File: config.mk
export PLATFORM = sky130hd
export DESIGN_NAME = maxpool2x2_stream
export DESIGN_NICKNAME = d
export VERILOG_FILES = /design/src/rtl/maxpool2x2_stream.sv
export SDC_FILE = /design/constraint.sdc
export NUM_CORES = 1
export LEC_CHECK = 0
export CORE_MARGIN = 5
export CORE_UTILIZATION = 25
export CTS_CLUSTER_DIAMETER = 60
export CTS_CLUSTER_SIZE = 40
export DETAILED_ROUTE_END_ITERATION = 12
export MAX_ROUTING_LAYER = met4
export SYNTH_ARGS = -nofsm -noshare
export SYNTH_HDL_FRONTEND = slang
export SYNTH_SLANG_ARGS = --single-unit
export TNS_END_PERCENT = 5
File: constraint.sdc
create_clock -name clk -period 9.2 [get_ports clk]
set_input_delay 0.92 -clock clk [delete_from_list [all_inputs] [get_ports clk]]
set_output_delay 0.92 -clock clk [all_outputs]
set_load 0.02 [all_outputs]
File: src/rtl/maxpool2x2_stream.sv
// 2x2 stride-2 max-pooling over a raster-order pixel stream, using a half-width line buffer of pair maxima.
// Define MAXPOOL_SIGNED_EN to compare pixels as two's-complement signed values (default: unsigned).
module maxpool2x2_stream #(
    parameter int N     = 16,
    parameter int IMG_W = 24,
    parameter int IMG_H = 24
) (
    input  logic         clk,
    input  logic         rst_n,
    input  logic         frame_rst,
    input  logic         din_vld,
    input  logic [N-1:0] din,
    output logic [N-1:0] dout,
    output logic         dout_vld,
    output logic         frame_done
);

    // Column index = {line-buffer address, odd/even bit}; IMG_W is even so AW+1 bits always cover it.
    localparam int AW = (IMG_W > 2) ? $clog2(IMG_W / 2) : 1;
    localparam int CW = AW + 1;
    localparam int RW = (IMG_H > 2) ? $clog2(IMG_H) : 1;
    localparam int LB = (IMG_W >= 2) ? (IMG_W / 2) : 1;

    if ((IMG_W % 2) != 0 || IMG_W < 2) begin : g_bad_img_w
        $error("maxpool2x2_stream: IMG_W must be even and >= 2");
    end
    if ((IMG_H % 2) != 0 || IMG_H < 2) begin : g_bad_img_h
        $error("maxpool2x2_stream: IMG_H must be even and >= 2");
    end

    function automatic logic [N-1:0] max2(input logic [N-1:0] a, input logic [N-1:0] b);
`ifdef MAXPOOL_SIGNED_EN
        return ($signed(a) > $signed(b)) ? a : b;
`else
        return (a > b) ? a : b;
`endif
    endfunction

    logic [CW-1:0] col;
    logic [RW-1:0] row;
    logic [N-1:0]  pair;
    logic [N-1:0]  linebuf [LB];

    logic [AW-1:0] lb_addr;
    logic          col_last;
    logic          row_last;
    logic          win_done;
    logic          lb_wr;
    logic [N-1:0]  hmax;
    logic [N-1:0]  result;

    assign lb_addr  = col[CW-1:1];
    assign col_last = (col == CW'(IMG_W - 1));
    assign row_last = (row == RW'(IMG_H - 1));
    assign hmax     = max2(pair, din);
    assign result   = max2(linebuf[lb_addr], hmax);
    // A restart takes the concurrent pixel as (0,0), so it can neither close a window nor write the buffer.
    assign win_done = din_vld & ~frame_rst & col[0] & row[0];
    assign lb_wr    = din_vld & ~frame_rst & col[0] & ~row[0];

    // NOTE: sequential state uses non-blocking assignments so every register samples pre-edge values.
    always_ff @(posedge clk) begin
        if (!rst_n) begin
            col        <= '0;
            row        <= '0;
            pair       <= '0;
            dout       <= '0;
            dout_vld   <= 1'b0;
            frame_done <= 1'b0;
        end else begin
            dout_vld   <= 1'b0;
            frame_done <= 1'b0;
            if (frame_rst) begin
                row  <= '0;
                col  <= din_vld ? CW'(1) : '0;
                pair <= din_vld ? din : '0;
            end else if (din_vld) begin
                if (!col[0]) begin
                    pair <= din;
                end
                col <= col_last ? '0 : col + CW'(1);
                if (col_last) begin
                    row <= row_last ? '0 : row + RW'(1);
                end
                if (win_done) begin
                    dout       <= result;
                    dout_vld   <= 1'b1;
                    frame_done <= col_last & row_last;
                end
            end
        end
    end

    // NOTE: the line buffer has no reset; every entry is written on an even row before an odd row reads it.
    always_ff @(posedge clk) begin
        if (lb_wr) begin
            linebuf[lb_addr] <= hmax;
        end
    end

endmodule

==> run_summary.xml, run 1 <==
<?xml version="1.0" encoding="UTF-8"?>
<metrics>
  <group name="clock_tree">
    <metric name="clk-insertion-delay-late" unit="ps">510</metric>
    <metric name="cts-buffers-inserted" unit="">18</metric>
    <metric name="root_buffer" unit="">clkbuf_16</metric>
    <metric name="cts_sinks" unit="">240</metric>
    <metric name="clock_tree.htree_level_count" unit="">1</metric>
    <metric name="holdBufCountCts" unit="">0</metric>
    <metric name="cts_tree" unit="">yes</metric>
    <metric name="worst_setup_hold_path_clk_slew" unit="ps">80</metric>
    <metric name="count_of_instances_resized_after_the_clock_tree_is_built" unit="">0</metric>
    <metric name="cts.repair_timing.setup_buffer_count" unit="">0</metric>
    <metric name="ctsLongestPathBuffers" unit="">3</metric>
  </group>
  <group name="die">
    <metric name="std_cell_rows" unit="">75</metric>
    <metric name="die_area" unit="um^2">46800</metric>
    <metric name="die_h" unit="um">216</metric>
    <metric name="initial_core_util" unit="">0.253</metric>
    <metric name="fp.dieW" unit="um">216</metric>
    <metric name="coreArea" unit="um^2">42000</metric>
    <metric name="boundaryPins" unit="">38</metric>
  </group>
  <group name="logic_synthesis">
    <metric name="synth.largest_area_cell" unit="">edfxtp_1</metric>
    <metric name="most_area_consuming_cells_after_synthesis" unit="">edfxtp_1, mux4_2, dfxtp_1</metric>
    <metric name="ys_seq_elements" unit="">240</metric>
    <metric name="count_of_unique_library_cells_instantiated_by_yosys" unit="">54</metric>
    <metric name="synth_warn" unit="">0</metric>
    <metric name="synth_edf_count" unit="">192</metric>
    <metric name="syn_nets" unit="">758</metric>
    <metric name="yosys_most_used_dff" unit="">edfxtp_1</metric>
    <metric name="avgSynthCellArea" unit="um^2">15.1</metric>
    <metric name="synthArstFlopShare" unit="">0</metric>
    <metric name="synth.yosys.seq_area_share" unit="">0.632</metric>
    <metric name="share_of_the_synthesized_area_in_the_top_cell_type" unit="">0.542</metric>
    <metric name="syn_area" unit="um^2">10600</metric>
    <metric name="synthesis.instances" unit="">704</metric>
  </group>
  <group name="cells_and_area">
    <metric name="final-instance-count-excl-fill" unit="">1295</metric>
    <metric name="post_route_cells_drive_above_1_share" unit="">0.190</metric>
    <metric name="finish.net_count" unit="">798</metric>
    <metric name="antennaDiodeCount" unit="">0</metric>
    <metric name="flow.area_growth_from_synthesis" unit="%">16.2</metric>
    <metric name="multi_input_comb_area" unit="um^2">3590</metric>
    <metric name="regArea" unit="um^2">6730</metric>
    <metric name="finalCoreUtilization" unit="">0.294</metric>
    <metric name="fillers" unit="">4179</metric>
  </group>
  <group name="pwr">
    <metric name="p_leak" unit="nW">4.06</metric>
    <metric name="power_density" unit="nW/um^2">177</metric>
    <metric name="vdd_ir_drop_max" unit="mV">0.112</metric>
  </group>
  <group name="timing">
    <metric name="post-route-min-period" unit="ps">5620</metric>
    <metric name="slew_headroom" unit="">0.303</metric>
    <metric name="timing.fmax" unit="MHz">178</metric>
    <metric name="final-hold-violation-count" unit="">0</metric>
    <metric name="final_min_period_over_clock_period" unit="">0.611</metric>
    <metric name="tns" unit="ps">0</metric>
    <metric name="finalMaxSlewViolations" unit="">0</metric>
    <metric name="clk_skew" unit="ps">17.0</metric>
    <metric name="worst-slew-pin-transition" unit="ps">1040</metric>
    <metric name="setup_viol" unit="">0</metric>
    <metric name="grt_setup_unrepaired" unit="">false</metric>
  </group>
  <group name="run">
    <metric name="timing.max_cap.violations" unit="">0</metric>
  </group>
  <group name="min_path">
    <metric name="hold_path_startpoint" unit="">dout[13]</metric>
    <metric name="worst_hold_path_type" unit="">flop to flop</metric>
  </group>
  <group name="routing">
    <metric name="route.detailed.wl_per_inst" unit="um">18.5</metric>
    <metric name="wl" unit="um">24000</metric>
    <metric name="detail-route-antenna-nets" unit="">0</metric>
    <metric name="route.detailed.drc" unit="">0</metric>
    <metric name="viasPerCell" unit="">4.73</metric>
    <metric name="drt_iter0_drc" unit="">459</metric>
    <metric name="drtPass1Iterations" unit="">5</metric>
    <metric name="routed-via-count" unit="">6130</metric>
  </group>
  <group name="placed_design">
    <metric name="final_estimated_routing_congestion_in_global_placement" unit="">0.874</metric>
    <metric name="port_buffers" unit="">37</metric>
    <metric name="place.detailed.instances" unit="">1263</metric>
    <metric name="hpwl" unit="um">15300</metric>
  </group>
  <group name="worst_setup_path">
    <metric name="reg_to_reg_critical_path_startpoint" unit="">pair[15]</metric>
    <metric name="worstSetupStartpoint" unit="">din[15]</metric>
    <metric name="critPathRequiredTime" unit="ps">9560</metric>
    <metric name="crit_type" unit="">input pin to flop</metric>
    <metric name="critPathMaxFanout" unit="">17</metric>
    <metric name="critical_path.endpoint_type" unit="">flop</metric>
    <metric name="worst_ep_arrival_time" unit="ps">5990</metric>
    <metric name="cp-start-kind" unit="">input pin</metric>
  </group>
  <group name="global_routing">
    <metric name="first_global_vias" unit="">6094</metric>
    <metric name="groute.layer.met1.usage" unit="">0.137</metric>
    <metric name="grt_util_met2" unit="">0.169</metric>
    <metric name="grt.busiest_layer" unit="">met2</metric>
    <metric name="grt_first_pass_wirelength" unit="um">37200</metric>
    <metric name="grt_start_max_net_pins" unit="">33</metric>
    <metric name="grt_util_all_layers" unit="">0.104</metric>
    <metric name="antenna_found_initial" unit="">0</metric>
    <metric name="global_route.usage.met3" unit="">0.0173</metric>
    <metric name="grt_overflow" unit="">0</metric>
  </group>
  <group name="outcome">
    <metric name="status" unit="">finished clean</metric>
  </group>
</metrics>
critical path, stage by stage:
cell and delay, ps:
clkdlybuf4s50_1 530, inv_1 80, ha_1 370, nand4_4 160, nor4_4 380, a21boi_4 470
or3_1 170, buf_4 320, a311o_1 510, inv_2 70, ha_1 280, nand4_1 120
nor3_1 220, a21boi_0 210, nor4_1 100, o21ai_1 600, buf_4 300, o221ai_1 130
synth_stat cells, drive strengths merged (2+ instances only):
cell type	n
a21boi	3
a21o	2
a21oi	18
a22oi	16
a311o	2
a311oi	13
and2	2
and4b	2
buf	18
clkbuf	20
dfxtp	48
edfxtp	192
ha	34
inv	48
mux2i	18
mux4	48
nand2	46
nand2b	4
nand3	8
nand4	22
nor2	55
nor2b	4
nor3	23
nor3b	2
nor4	3
o21a	17
o21ai	3
o21bai	2
o221ai	16
or3	2
xor2	2
power breakdown:
part,internal [mW],switching [mW]
Sequential,1.19,0.00720
Combinational,0.0512,0.0847
Clock,0.439,0.424
cell usage in the layout (no fill, tap or decap), types with 9 or more instances in the layout:
master and count:
buf_4 21, clkbuf_16 19, nand2_1 46, o21a_1 17
mux4_2 48, nor2_1 46, mux2i_1 18, a311oi_4 9
edfxtp_1 192, nor2_2 9, nand4_1 21, o221ai_1 12
clkdlybuf4s50_1 37, inv_1 46, nor3_1 20, dfxtp_1 46
ha_1 34, a22oi_1 16, a21oi_1 16
area by class of cell:
class	instances	share of cell area
repair buffers	58	0.0427
clock inverters	13	0.0152
well taps	539	0.0545
clock buffers	19	0.0384
flip-flops and latches	240	0.544
multi-input cells	377	0.290
inverters	49	0.0149
cells by family after synthesis:
group | share of synthesized area
mux | 0.118
compound gates | 0.0919
fa+ha+maj | 0.0400
flops | 0.632
xor+xnor | 0.00165
buf+inv | 0.0348
simple gates | 0.0812
registers in the layout (all words and copies together), names as in the netlist, named ones only:
register,count
col,5
dout,16
dout_vld,1
frame_done,1
linebuf,192
pair,16
row,5
layer usage:
layer | wire [um] | vias up
li1 | - | 2816
met1 | 10800 | 3141
met2 | 11400 | 137
met3 | 1110 | 36
met4 | 601 | 0
met5 | 0 | -
worst paths after layout:
kind	to	slack (ps)	cells after the start
min reg2reg	dout[13]	480	2
max reg2reg	dout[14]	4220	16
max	dout[14]	3580	18
min	dout[13]	480	2
per-stage QoR:
stage	setup WS, ps	total power [mW]	area (um^2)	hold WS [ps]
after floorplan	4610	1.31	10600	454
after global placement	3230	1.35	11700	468
after detailed placement	3080	1.35	11700	466
after CTS	3600	2.22	12400	488
after global routing	3130	2.28	12400	512
final	3580	2.19	12400	484
Power figures use the tool's default switching activity.
==> inputs of run 2 (changes only) <==
- clock period: 9.2 -> 4.5 ns (I/O delays scaled with it)
==> run_summary.xml, run 2 (same netlist as run 1, synthesis figures left out) <==
<?xml version="1.0" encoding="UTF-8"?>
<metrics>
  <group name="global_routing">
    <metric name="grt_start_max_net_pins" unit="">33</metric>
    <metric name="grt_overflow" unit="">0</metric>
    <metric name="antenna_found_initial" unit="">0</metric>
    <metric name="grt_first_pass_wirelength" unit="um">37300</metric>
    <metric name="first_global_vias" unit="">6325</metric>
    <metric name="grt_util_all_layers" unit="">0.103</metric>
  </group>
  <group name="routing">
    <metric name="drtPass1Iterations" unit="">5</metric>
    <metric name="drt_iter0_drc" unit="">404</metric>
    <metric name="wl" unit="um">23700</metric>
    <metric name="routed-via-count" unit="">6311</metric>
    <metric name="route.detailed.drc" unit="">0</metric>
    <metric name="viasPerCell" unit="">4.57</metric>
    <metric name="route.detailed.wl_per_inst" unit="um">17.2</metric>
    <metric name="detail-route-antenna-nets" unit="">0</metric>
  </group>
  <group name="worst_setup_path">
    <metric name="critPathMaxFanout" unit="">16</metric>
    <metric name="critPathBufInv" unit="">5</metric>
    <metric name="worstSetupStartpoint" unit="">din[15]</metric>
    <metric name="worst-r2r-cell-count" unit="">15</metric>
    <metric name="r2r-end" unit="">dout[3]</metric>
    <metric name="worst_ep_arrival_time" unit="ps">4640</metric>
    <metric name="max_stage_delay" unit="ps">670</metric>
    <metric name="crit_type" unit="">input pin to flop</metric>
    <metric name="crit_path_top_delay_cell" unit="">or3b_2</metric>
    <metric name="reg_to_reg_critical_path_startpoint" unit="">pair[15]</metric>
    <metric name="cp-start-kind" unit="">input pin</metric>
    <metric name="critPathRequiredTime" unit="ps">4930</metric>
    <metric name="timing.critical_path.max_delay_family" unit="">simple AND/OR/NAND/NOR gates</metric>
    <metric name="worstPathCellList" unit="">clkdlybuf4s50_1 &gt; inv_1 &gt; ha_1 &gt; nand4_4 &gt; buf_4 &gt; a2111oi_4 &gt; buf_4 &gt; nor3_1 &gt; a311o_1 &gt; inv_2 &gt; ha_1 &gt; nand4_1 &gt; nor3_1 &gt; a21boi_0 &gt; nor4_1 &gt; or3b_2 &gt; o221ai_1</metric>
    <metric name="critical_path.endpoint_type" unit="">flop</metric>
    <metric name="reg2reg_setup_slack" unit="ps">400</metric>
  </group>
  <group name="clock_tree">
    <metric name="worst_setup_hold_path_clk_slew" unit="ps">60</metric>
    <metric name="cts_sinks" unit="">240</metric>
    <metric name="clock_tree.htree_level_count" unit="">1</metric>
    <metric name="cts.repair_timing.setup_buffer_count" unit="">0</metric>
    <metric name="holdBufCountCts" unit="">0</metric>
    <metric name="count_of_instances_resized_after_the_clock_tree_is_built" unit="">0</metric>
    <metric name="cts-buffers-inserted" unit="">23</metric>
    <metric name="cts_tree" unit="">yes</metric>
    <metric name="root_buffer" unit="">clkbuf_16</metric>
    <metric name="clk-insertion-delay-late" unit="ps">530</metric>
    <metric name="ctsLongestPathBuffers" unit="">3</metric>
  </group>
  <group name="min_path">
    <metric name="whs_path_depth" unit="">2</metric>
    <metric name="hold_path_startpoint" unit="">dout[10]</metric>
    <metric name="worst_hold_path_type" unit="">flop to flop</metric>
    <metric name="hold-path-endpoint" unit="">dout[10]</metric>
  </group>
  <group name="cells_and_area">
    <metric name="layout.cells.most_common" unit="">edfxtp_1</metric>
    <metric name="post_route_cells_drive_above_1_share" unit="">0.270</metric>
    <metric name="largestRegisters" unit="">linebuf x192, dout x16, pair x16</metric>
    <metric name="most-common-layout-cells" unit="">edfxtp_1, buf_4, mux4_2</metric>
    <metric name="most_flop_heavy_register" unit="">linebuf</metric>
    <metric name="flow.area_growth_from_synthesis" unit="%">23.0</metric>
    <metric name="antennaDiodeCount" unit="">0</metric>
    <metric name="post-route-cell-area" unit="um^2">13100</metric>
    <metric name="largest_register_ffs" unit="">192</metric>
    <metric name="finish.net_count" unit="">878</metric>
    <metric name="final-instance-count-excl-fill" unit="">1380</metric>
  </group>
  <group name="timing">
    <metric name="timing.fmax" unit="MHz">238</metric>
    <metric name="grt_setup_unrepaired" unit="">false</metric>
    <metric name="worst-slew-pin-transition" unit="ps">1030</metric>
    <metric name="clk_skew" unit="ps">24.9</metric>
    <metric name="final_min_period_over_clock_period" unit="">0.934</metric>
    <metric name="finalMaxSlewViolations" unit="">0</metric>
    <metric name="setup_viol" unit="">0</metric>
    <metric name="post-route-min-period" unit="ps">4200</metric>
    <metric name="final-hold-violation-count" unit="">0</metric>
    <metric name="slew_headroom" unit="">0.313</metric>
  </group>
  <group name="pwr">
    <metric name="p_leak" unit="nW">4.49</metric>
    <metric name="switching_share" unit="">0.233</metric>
    <metric name="vdd_ir_drop_max" unit="mV">0.207</metric>
    <metric name="sequentialPowerShare" unit="">0.514</metric>
    <metric name="power_frac_clock" unit="">0.414</metric>
    <metric name="internal_dissipation" unit="mW">3.63</metric>
    <metric name="power_density" unit="nW/um^2">362</metric>
    <metric name="net-switching-power" unit="mW">1.10</metric>
    <metric name="pwr-share-comb" unit="">0.071</metric>
  </group>
  <group name="run">
    <metric name="timing.max_cap.violations" unit="">0</metric>
  </group>
  <group name="die">
    <metric name="fp.dieW" unit="um">216</metric>
    <metric name="coreArea" unit="um^2">42000</metric>
    <metric name="die_h" unit="um">216</metric>
    <metric name="die_area" unit="um^2">46800</metric>
    <metric name="std_cell_rows" unit="">75</metric>
    <metric name="initial_core_util" unit="">0.253</metric>
    <metric name="boundaryPins" unit="">38</metric>
  </group>
  <group name="placed_design">
    <metric name="hpwl" unit="um">16000</metric>
    <metric name="final_estimated_routing_congestion_in_global_placement" unit="">0.788</metric>
    <metric name="placed_cell_areas" unit="um^2">12300</metric>
    <metric name="port_buffers" unit="">37</metric>
    <metric name="place.detailed.instances" unit="">1338</metric>
  </group>
  <group name="outcome">
    <metric name="status" unit="">finished clean</metric>
  </group>
</metrics>
## run 2: cell count changes in the layout (fill, tap and decap cells not counted)
cell | before | now
clkbuf_16 | 19 | 23
clkinv_8 | 2 | 0
inv_6 | 1 | 9
inv_12 | 2 | 0
buf_12 | 0 | 4
clkbuf_8 | 0 | 1
inv_16 | 2 | 1
buf_4 | 21 | 92
clkinv_1 | 1 | 3
## run 2: area by class of cell
class	count	area, um^2
Inverter	49	184
Tap cell	539	674
Sequential cell	240	6730
Timing Repair Buffer	133	1140
Clock buffer	24	589
Clock inverter	18	180
Fill cell	4113	29000
Multi-Input combinational cell	377	3590
## run 2: metrics by stage
stage	utilization	setup slack [ps]	hold slack [ps]	TNS (ps)	power [mW]
global placement	0.293	-208	465	-3220	2.82
global route	0.311	20.8	499	0	4.94
detailed placement	0.293	-240	469	-3470	2.82
floorplan	-	377	454	0	2.68
finish	0.311	297	470	0	4.74
CTS	0.311	275	479	0	4.80
## run 2: metal layers
layer | part of all wire | up-vias | GRT usage
li1 | - | 2974 | -
met1 | 0.45 | 3178 | 0.136
met2 | 0.49 | 128 | 0.169
met3 | 0.043 | 31 | 0.0184
met4 | 0.018 | 0 | 0.0218
met5 | 0 | - | -
## run 2: worst register-to-register path, delay by kind of cell (launching register included)
family	cells	cell delay, ps
compound gates	4	1180
flops	1	360
simple gates	6	1440
fa+ha+maj	2	520
buf+inv	3	530
## run 2: worst max path at each step
stage,slack (ps),to,depth (start not counted)
global route,20,dout[13],17
CTS,280,dout[3],17
floorplan,380,dout[1],18
global placement,-210,dout[11],17
finish,300,dout[3],17
detailed placement,-240,dout[2],17
## run 2: power groups by stage
stage / combinational, mW / sequential [mW] / clock, mW
after floorplan: 0.197 / 2.48 / 0
after global placement: 0.333 / 2.49 / 0
after detailed placement: 0.337 / 2.49 / 0
after CTS: 0.340 / 2.44 / 2.03
after global routing: 0.372 / 2.44 / 2.13
final: 0.337 / 2.44 / 1.96
